$ cat src/rtl/hazard_unit_mc.sv
// Pipeline hazard unit: E-stage forwarding, load-use stall, branch flush,
// multi-cycle execute sequencing and a saturating stall-cycle counter.
module hazard_unit_mc #(
    parameter int REG_AW = 5,
    parameter int MC_LAT = 4,
    parameter int CNT_W  = 16
) (
    input  logic              clk,
    input  logic              rst,
    input  logic [REG_AW-1:0] Rs1D,
    input  logic [REG_AW-1:0] Rs2D,
    input  logic [REG_AW-1:0] Rs1E,
    input  logic [REG_AW-1:0] Rs2E,
    input  logic [REG_AW-1:0] RdE,
    input  logic [REG_AW-1:0] RdM,
    input  logic [REG_AW-1:0] RdW,
    input  logic              RegWriteM,
    input  logic              RegWriteW,
    input  logic              ResultSrcE0,
    input  logic              PCSrcE,
    input  logic              mc_start_e,
    input  logic              stat_clr,
    output logic [1:0]        ForwardAE,
    output logic [1:0]        ForwardBE,
    output logic              StallF,
    output logic              StallD,
    output logic              StallE,
    output logic              FlushD,
    output logic              FlushE,
    output logic              mc_busy,
    output logic              mc_done,
    output logic [CNT_W-1:0]  stall_cnt
);

    localparam int CW = (MC_LAT > 2) ? $clog2(MC_LAT) : 1;

    typedef enum logic [1:0] {IDLE, BUSY, DONE} state_t;

    state_t        state, stateNext;
    logic [CW-1:0] cnt, cntNext;
    logic          lwStall, mcStall, mcAccept;

    if (MC_LAT < 2) begin : gLatCheck
        $error("hazard_unit_mc: MC_LAT must be >= 2");
    end

    always_comb begin
        ForwardAE = 2'b00;
        if (RegWriteM && (RdM != '0) && (RdM == Rs1E))
            ForwardAE = 2'b10;
        else if (RegWriteW && (RdW != '0) && (RdW == Rs1E))
            ForwardAE = 2'b01;

        ForwardBE = 2'b00;
        if (RegWriteM && (RdM != '0) && (RdM == Rs2E))
            ForwardBE = 2'b10;
        else if (RegWriteW && (RdW != '0) && (RdW == Rs2E))
            ForwardBE = 2'b01;
    end

    assign lwStall = ResultSrcE0 && (RdE != '0) && ((Rs1D == RdE) || (Rs2D == RdE));

    // Start cycle is qualified by ~rst so a held mc_start_e cannot keep stalls up during reset.
    assign mcAccept = (state == IDLE) && mc_start_e && !PCSrcE && !rst;

    always_comb begin
        stateNext = state;
        cntNext   = cnt;
        case (state)
            IDLE: begin
                if (mcAccept) begin
                    if (MC_LAT == 2) begin
                        stateNext = DONE;
                    end else begin
                        stateNext = BUSY;
                        cntNext   = CW'(MC_LAT - 3);
                    end
                end
            end
            BUSY: begin
                if (cnt != '0)
                    cntNext = cnt - 1'b1;
                else
                    stateNext = DONE;
            end
            DONE:    stateNext = IDLE;
            default: stateNext = IDLE;
        endcase
    end

    always_ff @(posedge clk or posedge rst) begin
        if (rst) begin
            state <= IDLE;
            cnt   <= '0;
        end else begin
            state <= stateNext;
            cnt   <= cntNext;
        end
    end

    assign mcStall = mcAccept || (state == BUSY);
    assign mc_busy = mcStall;
    assign mc_done = (state == DONE);

    assign StallF = lwStall || mcStall;
    assign StallD = lwStall || mcStall;
    assign StallE = mcStall;
    assign FlushD = PCSrcE;
    assign FlushE = PCSrcE || (lwStall && !mcStall);

    always_ff @(posedge clk or posedge rst) begin
        if (rst)
            stall_cnt <= '0;
        else if (stat_clr)
            stall_cnt <= '0;
        else if (StallF && (stall_cnt != '1))
            stall_cnt <= stall_cnt + 1'b1;
    end

    mcBranchExclusive: assert property (@(posedge clk) disable iff (rst) !(mc_start_e && PCSrcE))
        else $error("hazard_unit_mc: mc_start_e and PCSrcE asserted together");

endmodule

$ cat config.mk
export PLATFORM = sky130hd
export DESIGN_NAME = hazard_unit_mc
export DESIGN_NICKNAME = d
export VERILOG_FILES = /design/src/rtl/hazard_unit_mc.sv
export SDC_FILE = /design/constraint.sdc
export NUM_CORES = 1
export LEC_CHECK = 0
export CORE_MARGIN = 5
export CORE_UTILIZATION = 45
export CTS_CLUSTER_DIAMETER = 150
export DETAILED_ROUTE_END_ITERATION = 8
export DONT_BUFFER_PORTS = 1
export PLACE_DENSITY = 0.63
export SYNTH_ARGS = -nofsm -noshare
export SYNTH_HDL_FRONTEND = slang
export SYNTH_SLANG_ARGS = --single-unit
$ cat constraint.sdc
create_clock -name clk -period 2.1 [get_ports clk]
set_input_delay 0.21 -clock clk [delete_from_list [all_inputs] [get_ports clk]]
set_output_delay 0.21 -clock clk [all_outputs]
set_load 0.03 [all_outputs]
# --- Word-level counts from Yosys, hierarchy flattened ---
# Cells that the tools add are included.
word_totals:
  regBits: 20
  in_bits: 43
  out_inout_bits: 27
  wordCells: 57
classes:
  add_sub_neg: 2
  eq_ne: 12
  muxes: 11
  n_reduce_logical: 29
op_table:
  columns: ["cell", "count"]
  rows:
  - ["$mux W16", 2]
  - ["$eq A5 B5 Y1", 6]
  - ["$add A16 B1 Y16 const B", 1]
  - ["$ne A16 B16 Y1 const B", 1]
  - ["$reduce_bool A5 Y1", 3]
  - ["$logic_and A1 B1 Y1", 13]
  - ["$mux W2", 5]
  - ["$pmux W2 S2", 2]
  - ["$ne A2 B2 Y1 const B", 3]
  - ["$reduce_bool A2 Y1", 3]
  - ["$logic_or A1 B1 Y1", 4]
  - ["$logic_not A1 Y1", 3]
  - ["$reduce_and A3 Y1", 1]
  - ["$eq A2 B1 Y1 const B", 1]
  - ["$eq A2 B2 Y1 const B", 1]
  - ["$logic_not A2 Y1", 1]
  - ["$mux W1", 2]
  - ["$reduce_and A2 Y1", 1]
  - ["$sub A2 B1 Y2 const B", 1]

# --- Longest topological paths before layout ---
# Gate-level depths: netlist of the first run.
logic_depth:
  word_depth: 9
  ltp_mapped: 9
  mapped_depth_nobuf: 7

# --- Worst setup path before layout of the first run ---
# OpenSTA, ideal clock, no wires.
synth_timing:
  path_kind: "in2out"
  from: "in RdM[3]"
  to: "out ForwardAE[0]"
  t_arrival_ns: 2.147
  required_time_ns: 1.890
  setup_slack_ns: -0.257
  path_stages: 4
  n_path_buf: 0
  path_cell_list: "or4_1 o21ai_0 nor4_1 nor4_1"
synth_via:
  elab_chain_cells: 4
  elab_cells_between_ends: 5
  cone_classes: "1 x eq/ne; 1 x mux; 3 x reduce/logical"
synth_lines:
  columns: ["element", "line", "text"]
  rows:
  - ["start: declaration", "15", "input logic [REG_AW-1:0] RdM,"]
  - ["$reduce_bool A5 Y1", "49", "if (RegWriteM && (RdM != '0) && (RdM == Rs1E))"]
  - ["$logic_and A1 B1 Y1", "49", null]
  - ["$logic_and A1 B1 Y1 (*)", "49", null]
  - ["$mux W2 (*)", "49", null]
  - ["end: declaration", "23", "output logic [1:0] ForwardAE,"]
# Mark *: on every way between the ends. The rest lies on a longest branch, timed or not.

# --- Worst setup path in the final report of the first run ---
layout_timing:
  from: "reg stall_cnt[5]"
  to: "reg stall_cnt[10]"
layout_via:
  elab_chain_cells: 3
  elab_cells_between_ends: 6
  cone_classes: "1 x add/sub; 1 x eq/ne; 2 x mux; 2 x reduce/logical"
layout_lines:
  columns: ["element", "line", "text"]
  rows:
  - ["start: declaration", "32", "output logic [CNT_W-1:0] stall_cnt"]
  - ["start signal: assignment", "117", "stall_cnt <= stall_cnt + 1'b1;"]
  - ["$add A16 B1 Y16 / $ne A16 B16 Y1 (equally long branches)", "117, 116", null]
  - ["$mux W16 / $logic_and A1 B1 Y1 (equally long branches)", "116", "else if (StallF && (stall_cnt != '1))"]
  - ["$mux W16 / $reduce_bool A2 Y1 (equally long branches)", null, null]
# Several ways; a longest one is shown, not always the timed one. The select of a mux whose other input is x is not followed.
# A chain may end at the register's enable or synchronous reset.

==> results of run 1 <==
[power by group]
group / total, W / internal, W / leakage [nW] / switching (W)
Combinational: 0.000650 / 0.000229 / 0.430 / 0.000421
Sequential: 0.000470 / 0.000433 / 0.273 / 0.0000369
Clock: 0.000322 / 0.000193 / 0.0279 / 0.000129
[through the flow]
stage / setup WS, ns / instances / utilization / total power (W) / instance area, um2
after global placement: 0.2489 / 240 / 0.5211 / 0.001099 / 1712
final: 0.1564 / 246 / 0.5432 / 0.001442 / 1784
after global routing: 0.05364 / 246 / 0.5432 / 0.001539 / 1784
after detailed placement: 0.1818 / 240 / 0.5211 / 0.001123 / 1712
after CTS: 0.1485 / 246 / 0.5432 / 0.001451 / 1784
after floorplan: 0.04489 / 176 / - / 0.001014 / 1520
[metal layers]
metal	vias to the layer above	share of wire	GRT usage
li1	686	-	-
met1	661	0.40	0.2088
met2	44	0.52	0.3086
met3	3	0.070	0.04105
met4	0	0.0031	0.02233
met5	-	0	0
[cells in the final DEF, fill, tap and decap left out]
cell type and n:
o21ai_1 1, o21ai_0 14, ha_1 2, nor4_2 2
nor3b_1 1, nor3_1 3, and2_1 1, o21bai_1 1
buf_4 25, inv_1 10, xnor2_1 16, or3_1 12
and4_1 2, clkbuf_4 3, nor4_1 2, xor2_1 15
nor2_1 4, and3_1 2, nand3_1 12, nand2_1 5
bufinv_16 1, nor2b_1 1, a22oi_1 1, dfrtp_1 20
mux2i_1 2, a21o_1 1, or4_1 8, o22ai_1 2
nand3_2 1, dlygate4sd3_1 2, a21oi_2 1, o21ai_2 1
o31ai_1 3, nand4_1 4, buf_2 2, a21oi_1 17
[final cells by class]
class / instances / area share
multi-input cells: 137 / 0.5147
flip-flops and latches: 20 / 0.2805
well taps: 46 / 0.03226
clock buffers: 3 / 0.01262
clock inverters: 1 / 0.01683
inverters: 10 / 0.02104
repair buffers: 29 / 0.1220
[path summary, 6_finish.rpt]
| path | endpoint | slack, ns | cells after the start |
|---|---|---|---|
| max in group asynchronous | stall_cnt[2] | 1.12 | 2 |
| worst min-delay path | state[0] | 0.15 | 3 |
| min in group asynchronous | stall_cnt[3] | 0.47 | 2 |
| worst min register to register | state[1] | 0.53 | 1 |
| worst max-delay path | stall_cnt[10] | 0.16 | 7 |
| worst max register to register | stall_cnt[10] | 0.16 | 7 |
[flip-flops by register name, summed over array words and instances, names as in the netlist]
signal and cells:
state 2, stall_cnt 16, cnt 2
[critical path, cell delays in order, from the launching register on]
cell and delay [ns]:
dfrtp_1 0.40, and4_1 0.21, and2_1 0.21, a21oi_1 0.18, a21oi_2 0.08, buf_4 0.16, or4_1 0.46, a21oi_1 0.17
[logic make-up (layout without fill, tap and decap cells)]
| kind of cell | count (synthesis) | count (layout) | synth area share |
|---|---|---|---|
| AO/OA/AOI/OAI | 42 | 42 | 0.1560 |
| adder cells (fa/ha/maj) | 2 | 2 | 0.01659 |
| XOR/XNOR | 31 | 31 | 0.1801 |
| flip-flops | 20 | 20 | 0.3320 |
| multiplexers | 2 | 2 | 0.01328 |
| AND/OR/NAND/NOR | 60 | 60 | 0.2349 |
| buffers and inverters | 19 | 43 | 0.06722 |
==> out/results.tsv, run 1 <==
stage	metric	value	unit
status	outcome	complete, no violations	
sta	Max Transition Viols Final	0	
clocking	htree depth	1	
sta	fin crit share	0.9255	
synth	synth top area cells	dfrtp_1, xnor2_1, xor2_1, a21oi_1, o21ai_0	
finish	Seq. cell area	500.5	um2
finish	area of the multi-input gates	918.4	um2
synth	top-count cell post-synth	dfrtp_1	
placed_design	IO Port Bufs	0	
placed_design	routability cong.	0.7719	
detailed_routing	Detailed Route WL	3.839	mm
sta	setup TNS	0	ns
synth	Synth top area share	0.3320	
worst_setup_path	CP Launch Type	flip-flop	
worst_setup_path	Worst EP arrival	2.19	ns
synth	Yosys cell types	33	
global_route	first-pass GRT wire length	6.092	mm
finish	n_diodes	0	
clocking	CTS tree	done	
global_route	initial antenna violation count	0	
sta	RSZ-0062 raised after global routing	false	
job	max cap viols	0	
synth	Post-Syn Area per Cell	8.566	um2
finish	nets@finish	246	
detailed_routing	drt pass-1 iters	4	
clocking	Clock Latency Late Sink	0.31	ns
die	Core Box Area	3284	um2
sta	Max Freq	0.5145	GHz
synth	Syn Inst Count	176	
detailed_routing	via count	1394	
clocking	Setup Buffers After CTS	0	
power	pwr dens	808.1	nW/um2
clocking	post-cts hold buffer count	2	
die	die width	67.88	um
clocking	Max clock buf depth	2	
sta	Final Critical Period	1.944	ns
finish	share of cells above drive strength 1	0.1800	
die	chip height	67.88	um
sta	slew margin rel.	0.4720	
finish	Fill cells	306	
worst_setup_path	worst endpoint required time	2.34	ns
die	# IOs	70	
worst_setup_path	crit path max fanout	9	
finish	P&R area growth vs syn	18.34	%
global_route	largest net degree at the start of global routing	22	
sta	worst slew pin tran	0.7912	ns
detailed_routing	DRC violations left	0	
detailed_routing	drt via density	5.667	
clocking	clock sink count	20	
global_route	Total GRT Usage	0.1702	
synth	Yosys Warn Count	0	
sta	final setup fails	0	
sta	Hold Fails Final Rpt	0	
global_route	remaining global-route overflow	0	
placed_design	HPWL after DPL	3.089	mm
worst_setup_path	CP Launch Point	stall_cnt[5]	
die	Initial Utilization	0.4590	
detailed_routing	antenna-violating nets left	0	
synth	mapped cell area	1508	um2
worst_setup_path	R2R Path Start	stall_cnt[5]	
sta	Fin Hold WS	0.1472	ns
synth	Primary FF master, synth	dfrtp_1	
clocking	CTS Buf Count	3	
die	Row Count	21	
die	die area	4608	um2
worst_hold_path	startpoint of the worst hold path	rst	
detailed_routing	initial DRC count	44	
synth	sequential fraction of the synthesis area	0.3320	
clocking	post-CTS sizing	0	
worst_setup_path	critical path type	flip-flop to flip-flop	
worst_hold_path	Hold WC Path Type	input port to flip-flop	
power	Pleak	0.7302	nW
power	Worst VDD drop	0.6353	mV
sta	clk_skew	0.01534	ns
worst_setup_path	CP Capture Type	flip-flop	
synth	Synth area leader	dfrtp_1	
synth	most frequent cells after synthesis	dfrtp_1, a21oi_1, xnor2_1	
detailed_routing	drt wl/cell	15.61	um
clocking	clk slew on worst S/H paths	0.13	ns
global_route	vias in the first global route	1413	
clocking	Root Buffer	clkbuf_4	
synth	register bit count reported by yosys	20	
synth	Post-synth EDFFs	0	
synth	Synth Net Count	221	
synth	ys async rst share	1.000	
(Power assumes the default switching activity.)
==> inputs of run 2 (changes only) <==
--- a/config.mk
+++ b/config.mk
@@ -10,7 +10,7 @@
 export CTS_CLUSTER_DIAMETER = 150
 export DETAILED_ROUTE_END_ITERATION = 8
 export DONT_BUFFER_PORTS = 1
-export PLACE_DENSITY = 0.63
+export PLACE_DENSITY = 0.65
 export SYNTH_ARGS = -nofsm -noshare
 export SYNTH_HDL_FRONTEND = slang
 export SYNTH_SLANG_ARGS = --single-unit
==> constraint.sdc (replaced) <==
create_clock -name clk -period 1.69 [get_ports clk]
set_input_delay 0.169 -clock clk [delete_from_list [all_inputs] [get_ports clk]]
set_output_delay 0.169 -clock clk [all_outputs]
set_load 0.03 [all_outputs]
==> out/results.tsv, run 2 (synthesis gave the netlist of run 1 again) <==
stage	metric	value	unit
worst_hold_path	startpoint of the worst hold path	stat_clr	
finish	Largest regs	stall_cnt: 16 flops, cnt: 2 flops, state: 2 flops	
die	chip height	67.88	um
detailed_routing	DRC violations left	0	
clocking	CTS tree	done	
clocking	Clock Latency Late Sink	0.31	ns
power	P_int	0.001145	W
clocking	clk slew on worst S/H paths	0.13	ns
worst_hold_path	Hold WC Path Type	input port to flip-flop	
worst_setup_path	crit path max fanout	7	
global_route	remaining global-route overflow	0	
finish	most common cell after layout, fill and taps aside	buf_4	
status	violated checks	negative hold slack, negative setup slack	
detailed_routing	drt via density	5.725	
clocking	htree depth	1	
finish	Reg with most FFs	stall_cnt	
placed_design	HPWL after DPL	3.248	mm
detailed_routing	via count	1477	
power	Sw Pwr	0.0008377	W
power	Clock power frac	0.144	
worst_setup_path	worst endpoint required time	1.94	ns
finish	max FFs per register	16	
detailed_routing	drt wl/cell	16.22	um
global_route	first-pass GRT wire length	6.837	mm
sta	RSZ-0062 raised after global routing	true	
clocking	post-cts hold buffer count	1	
sta	worst slew pin tran	0.7695	ns
status	outcome	finished, violations left	
worst_setup_path	R2R Path Start	stall_cnt[5]	
sta	slew margin rel.	0.4864	
die	die width	67.88	um
global_route	vias in the first global route	1535	
die	# IOs	70	
global_route	GR peak layer	met2	
global_route	Total GRT Usage	0.1922	
die	Core Box Area	3284	um2
power	pwr dens	963.2	nW/um2
worst_setup_path	CP Launch Type	flip-flop	
detailed_routing	initial DRC count	67	
power	total chip power	0.001983	W
worst_setup_path	CP Launch Point	stall_cnt[5]	
power	sequential share of power	0.293	
sta	final setup fails	14	
power	Comb pwr share	0.562	
power	Pleak	0.8050	nW
power	Switching Fraction	0.4225	
finish	share of cells above drive strength 1	0.3915	
sta	Final Critical Period	1.805	ns
placed_design	IO Port Bufs	0	
clocking	clock sink count	20	
global_route	initial antenna violation count	0	
finish	n_diodes	0	
clocking	CTS Buf Count	3	
sta	fin crit share	1.068	
placed_design	routability cong.	0.8723	
detailed_routing	drt pass-1 iters	4	
finish	nets@finish	258	
sta	Fin Hold WS	-0.1104	ns
global_route	largest net degree at the start of global routing	21	
sta	worst setup margin	-0.1149	ns
die	Initial Utilization	0.4590	
job	max cap viols	0	
clocking	Root Buffer	clkbuf_4	
worst_setup_path	CP Capture Type	flip-flop	
detailed_routing	antenna-violating nets left	0	
sta	clk_skew	0.01986	ns
die	Row Count	21	
sta	Max Transition Viols Final	0	
clocking	Max clock buf depth	2	
power	Worst VDD drop	0.6038	mV
global_route	met1 Use GR	0.2229	
sta	Hold Fails Final Rpt	16	
global_route	Global Route met3 Usage	0.05911	
global_route	met2 Track Usage GR	0.3463	
detailed_routing	Detailed Route WL	4.185	mm
worst_setup_path	critical path type	flip-flop to flip-flop	
finish	P&R area growth vs syn	36.51	%
finish	most frequent cells in the layout	buf_4, xnor2_1, xor2_1	
die	die area	4608	um2
sta	Max Freq	0.5540	GHz
finish	post-layout util	0.6267	
worst_setup_path	Worst EP arrival	2.06	ns
run 2: changes by cell type in the layout (fill, tap and decap cells not counted), sizes merged:
cell	change
bufinv	-1
clkbuf	+1
buf	+13
dlygate4sd3	-1
run 2: what timing repair did:
action / 4_1_cts / 5_1_grt
buffers inserted: 3 / 0
endpoints found under the hold margin: 36 / 16
pin swaps: 19 / 6
gates resized for setup: 25 / 14
setup endpoints to repair: 16 / 18
gates cloned: 1 / 0
run 2: path summary, 6_finish.rpt:
| check | endpoint | slack, ns | cells past startpoint |
|---|---|---|---|
| max | stall_cnt[15] | -0.11 | 6 |
| min | stall_cnt[14] | -0.11 | 1 |
| max reg2reg | stall_cnt[15] | -0.11 | 6 |
| min reg2reg | state[0] | 0.55 | 2 |
| max in group asynchronous | stall_cnt[4] | 0.72 | 2 |
| min in group asynchronous | stall_cnt[10] | 0.42 | 2 |
run 2: stage by stage:
stage / area, um2 / TNS [ns] / setup slack, ns / std cells / hold WS, ns
6_report: 2058 / -0.7010 / -0.1149 / 258 / -0.1104
5_1_grt: 2058 / -2.322 / -0.1939 / 258 / -0.1323
4_1_cts: 1991 / -0.6112 / -0.08346 / 258 / -0.1136
3_5_place_dp: 1838 / -2.126 / -0.2065 / 249 / 0.2341
3_3_place_gp: 1838 / -1.438 / -0.1554 / 249 / 0.2170
2_1_floorplan: 1575 / -2.714 / -0.2266 / 176 / 0.1324
run 2: critical path, stage by stage (launching register included):
cell     delay [ns]
dfrtp_2        0.38
and4_4         0.20
and2_4         0.21
nand3_4        0.08
or4_1          0.41
or3_1          0.33
a21oi_1        0.13
run 2: metal layers:
metal | up-vias | routed length (um) | share of wire
met4 | 0 | 13 | 0.0031
met2 | 52 | 2216 | 0.53
met1 | 719 | 1586 | 0.38
met5 | - | 0 | 0
li1 | 704 | - | -
met3 | 2 | 368 | 0.088
run 2: final cells by class:
cell class              count  area [um2]
well taps                  46       57.56
clock buffers               4       36.28
inverters                  10       37.54
repair buffers             41       325.3
multi-input cells         137        1094
flip-flops and latches     20       508.0
fillers                   287        1226
run 2: power by group through the flow:
stage	sequential (W)	clock, W	combinational (W)
2_1_floorplan	0.000658	0	0.000627
3_3_place_gp	0.000576	0	0.000878
3_5_place_dp	0.000579	0	0.000919
4_1_cts	0.000581	0.000294	0.00107
5_1_grt	0.000588	0.000317	0.00122
6_report	0.000581	0.000286	0.00112
==> inputs of run 3 (changes only) <==
--- a/config.mk
+++ b/config.mk
@@ -5,12 +5,13 @@
 export SDC_FILE = /design/constraint.sdc
 export NUM_CORES = 1
 export LEC_CHECK = 0
-export CORE_MARGIN = 5
-export CORE_UTILIZATION = 45
+export CORE_MARGIN = 2
+export CORE_UTILIZATION = 55
 export CTS_CLUSTER_DIAMETER = 150
 export DETAILED_ROUTE_END_ITERATION = 8
 export DONT_BUFFER_PORTS = 1
-export PLACE_DENSITY = 0.65
+export HOLD_SLACK_MARGIN = 0.02
+export PLACE_DENSITY = 0.76
 export SYNTH_ARGS = -nofsm -noshare
 export SYNTH_HDL_FRONTEND = slang
 export SYNTH_SLANG_ARGS = --single-unit
==> out/results.tsv, run 3 (synthesis gave the netlist of run 1 again) <==
stage	metric	value	unit
finish	Largest regs	stall_cnt: 16 flops, cnt: 2 flops, state: 2 flops	
die	Core Box Area	2545	um2
status	violated checks	negative hold slack, negative setup slack	
sta	worst setup margin	-0.2607	ns
global_route	vias in the first global route	1557	
finish	most common cell after layout, fill and taps aside	buf_4	
die	die width	56.36	um
finish	max FFs per register	16	
power	Worst VDD drop	1.004	mV
status	outcome	finished, violations left	
detailed_routing	drt via density	6.379	
sta	RSZ-0062 raised after global routing	true	
global_route	largest net degree at the start of global routing	21	
worst_hold_path	WHS Endpoint	stall_cnt[10]	
clocking	CTS tree	done	
finish	final std cells w/o fill	243	
placed_design	routability cong.	0.9117	
placed_design	IO Port Bufs	0	
worst_setup_path	Worst EP arrival	2.19	ns
finish	n_diodes	0	
sta	clk_skew	0.001139	ns
clocking	clock sink count	20	
sta	worst slew pin tran	0.7739	ns
clocking	CTS Buf Count	3	
sta	fin crit share	1.154	
placed_design	HPWL after DPL	3.160	mm
finish	most frequent cells in the layout	buf_4, xnor2_1, xor2_1	
clocking	clk slew on worst S/H paths	0.11	ns
finish	Fill cells	166	
power	Switching Fraction	0.4175	
die	die area	3176	um2
placed_design	area post-placement	1838	um2
sta	slew margin rel.	0.4835	
detailed_routing	drt wl/cell	18.88	um
clocking	htree depth	1	
clocking	Clock Latency Late Sink	0.31	ns
worst_hold_path	WHS Path Cells	1	
worst_setup_path	CP Launch Type	flip-flop	
global_route	Total GRT Usage	0.2801	
sta	Max Freq	0.5126	GHz
worst_hold_path	Hold WC Path Type	input port to flip-flop	
clocking	Root Buffer	clkbuf_4	
worst_hold_path	startpoint of the worst hold path	stat_clr	
detailed_routing	initial DRC count	55	
worst_setup_path	r2r setup slk	-0.26	ns
worst_setup_path	R2R Path Start	stall_cnt[0]	
clocking	Max clock buf depth	2	
sta	Fin Hold WS	-0.1012	ns
die	# IOs	70	
finish	Reg with most FFs	stall_cnt	
power	pwr dens	985.8	nW/um2
power	P_int	0.001170	W
die	chip height	56.36	um
detailed_routing	via count	1550	
detailed_routing	drt pass-1 iters	4	
sta	final setup fails	16	
detailed_routing	antenna-violating nets left	0	
power	Clock power frac	0.121	
worst_setup_path	worst endpoint required time	1.93	ns
sta	Hold Fails Final Rpt	16	
placed_design	cell count after placement	234	
job	max cap viols	0	
clocking	post-cts hold buffer count	1	
worst_setup_path	reg2reg end	stall_cnt[15]	
detailed_routing	DRC violations left	0	
global_route	first-pass GRT wire length	6.996	mm
power	sequential share of power	0.291	
worst_setup_path	count of cells along the worst register-to-register path	8	
power	Pleak	0.8223	nW
global_route	remaining global-route overflow	0	
power	Sw Pwr	0.0008383	W
worst_setup_path	crit path max fanout	9	
finish	share of cells above drive strength 1	0.3709	
worst_setup_path	critical path type	flip-flop to flip-flop	
sta	Max Transition Viols Final	0	
finish	nets@finish	259	
die	Initial Utilization	0.5924	
worst_setup_path	CP Capture Type	flip-flop	
detailed_routing	Detailed Route WL	4.588	mm
sta	Final Critical Period	1.951	ns
global_route	initial antenna violation count	0	
finish	P&R area growth vs syn	35.10	%
power	Comb pwr share	0.588	
die	Row Count	18	
finish	final instance area	2037	um2
## run 3: cell types whose count changed in the layout (fill, tap and decap cells not counted), moves of 2 or more
| cell | before | now |
|---|---|---|
| o31ai_2 | 2 | 0 |
| buf_6 | 4 | 2 |
| nand3_1 | 10 | 12 |
| o21ai_2 | 7 | 5 |
| or4_1 | 8 | 6 |
| or4_4 | 0 | 2 |
| o21ai_1 | 1 | 4 |
| a21oi_2 | 6 | 8 |
| a21oi_4 | 3 | 1 |
## run 3: what timing repair did
action,in CTS,in global routing
pin swaps,6,3
gates cloned,1,0
endpoints found under the hold margin,36,16
setup buffers,0,3
endpoints found under the setup margin,16,19
resized for setup,17,15
## run 3: per-stage QoR
stage / setup TNS (ns) / setup slack [ns] / util / total power (W)
after detailed placement: -2.119 / -0.2467 / 0.7222 / 0.001513
after CTS: -1.515 / -0.1650 / 0.7660 / 0.001895
final: -2.627 / -0.2607 / 0.8004 / 0.002008
after global routing: -3.668 / -0.3562 / 0.8004 / 0.002115
after global placement: -1.063 / -0.1674 / 0.7222 / 0.001473
after floorplan: -2.714 / -0.2266 / - / 0.001285
## run 3: worst max-delay path: stages, from the launching register on
cell and delay [ns]:
dfrtp_2 0.41, ha_4 0.14, nand3_1 0.12, nor3_4 0.27
a21oi_2 0.11, a21oi_4 0.18, bufbuf_16 0.30, o21ai_0 0.15
a21oi_2 0.19
## run 3: cell type report
cell class	count	area (um2)	share of cell area
multi-input cells	137	1062	0.5215
repair buffers	42	362.8	0.1781
well taps	30	37.54	0.01843
flip-flops and latches	20	508.0	0.2494
clock buffers	4	26.28	0.01290
inverters	10	40.04	0.01966
## run 3: per-layer routing
metal,track usage,up-vias,share of wire
li1,-,705,-
met1,0.3067,737,0.35
met2,0.4924,90,0.52
met3,0.08756,18,0.095
met4,0.1259,0,0.034
met5,0,-,0
## run 3: how the worst max path moves through the flow
stage / cells after the start / slack, ns / from / end
3_5_place_dp: 7 / -0.25 / stall_cnt[5] / stall_cnt[10]
4_1_cts: 7 / -0.16 / stall_cnt[5] / stall_cnt[10]
5_1_grt: 8 / -0.36 / stall_cnt[0] / stall_cnt[15]
3_3_place_gp: 7 / -0.17 / stall_cnt[5] / stall_cnt[10]
2_1_floorplan: 7 / -0.23 / stall_cnt[2] / stall_cnt[15]
6_report: 8 / -0.26 / stall_cnt[0] / stall_cnt[15]
## run 3: power by group through the flow
| stage | clock network, W | logic (W) | registers [W] |
|---|---|---|---|
| 3_5_place_dp | 0 | 0.000931 | 0.000582 |
| 3_3_place_gp | 0 | 0.000896 | 0.000577 |
| 5_1_grt | 0.000268 | 0.00126 | 0.000589 |
| 6_report | 0.000244 | 0.00118 | 0.000584 |
| 4_1_cts | 0.000249 | 0.00106 | 0.000584 |
| 2_1_floorplan | 0 | 0.000627 | 0.000658 |
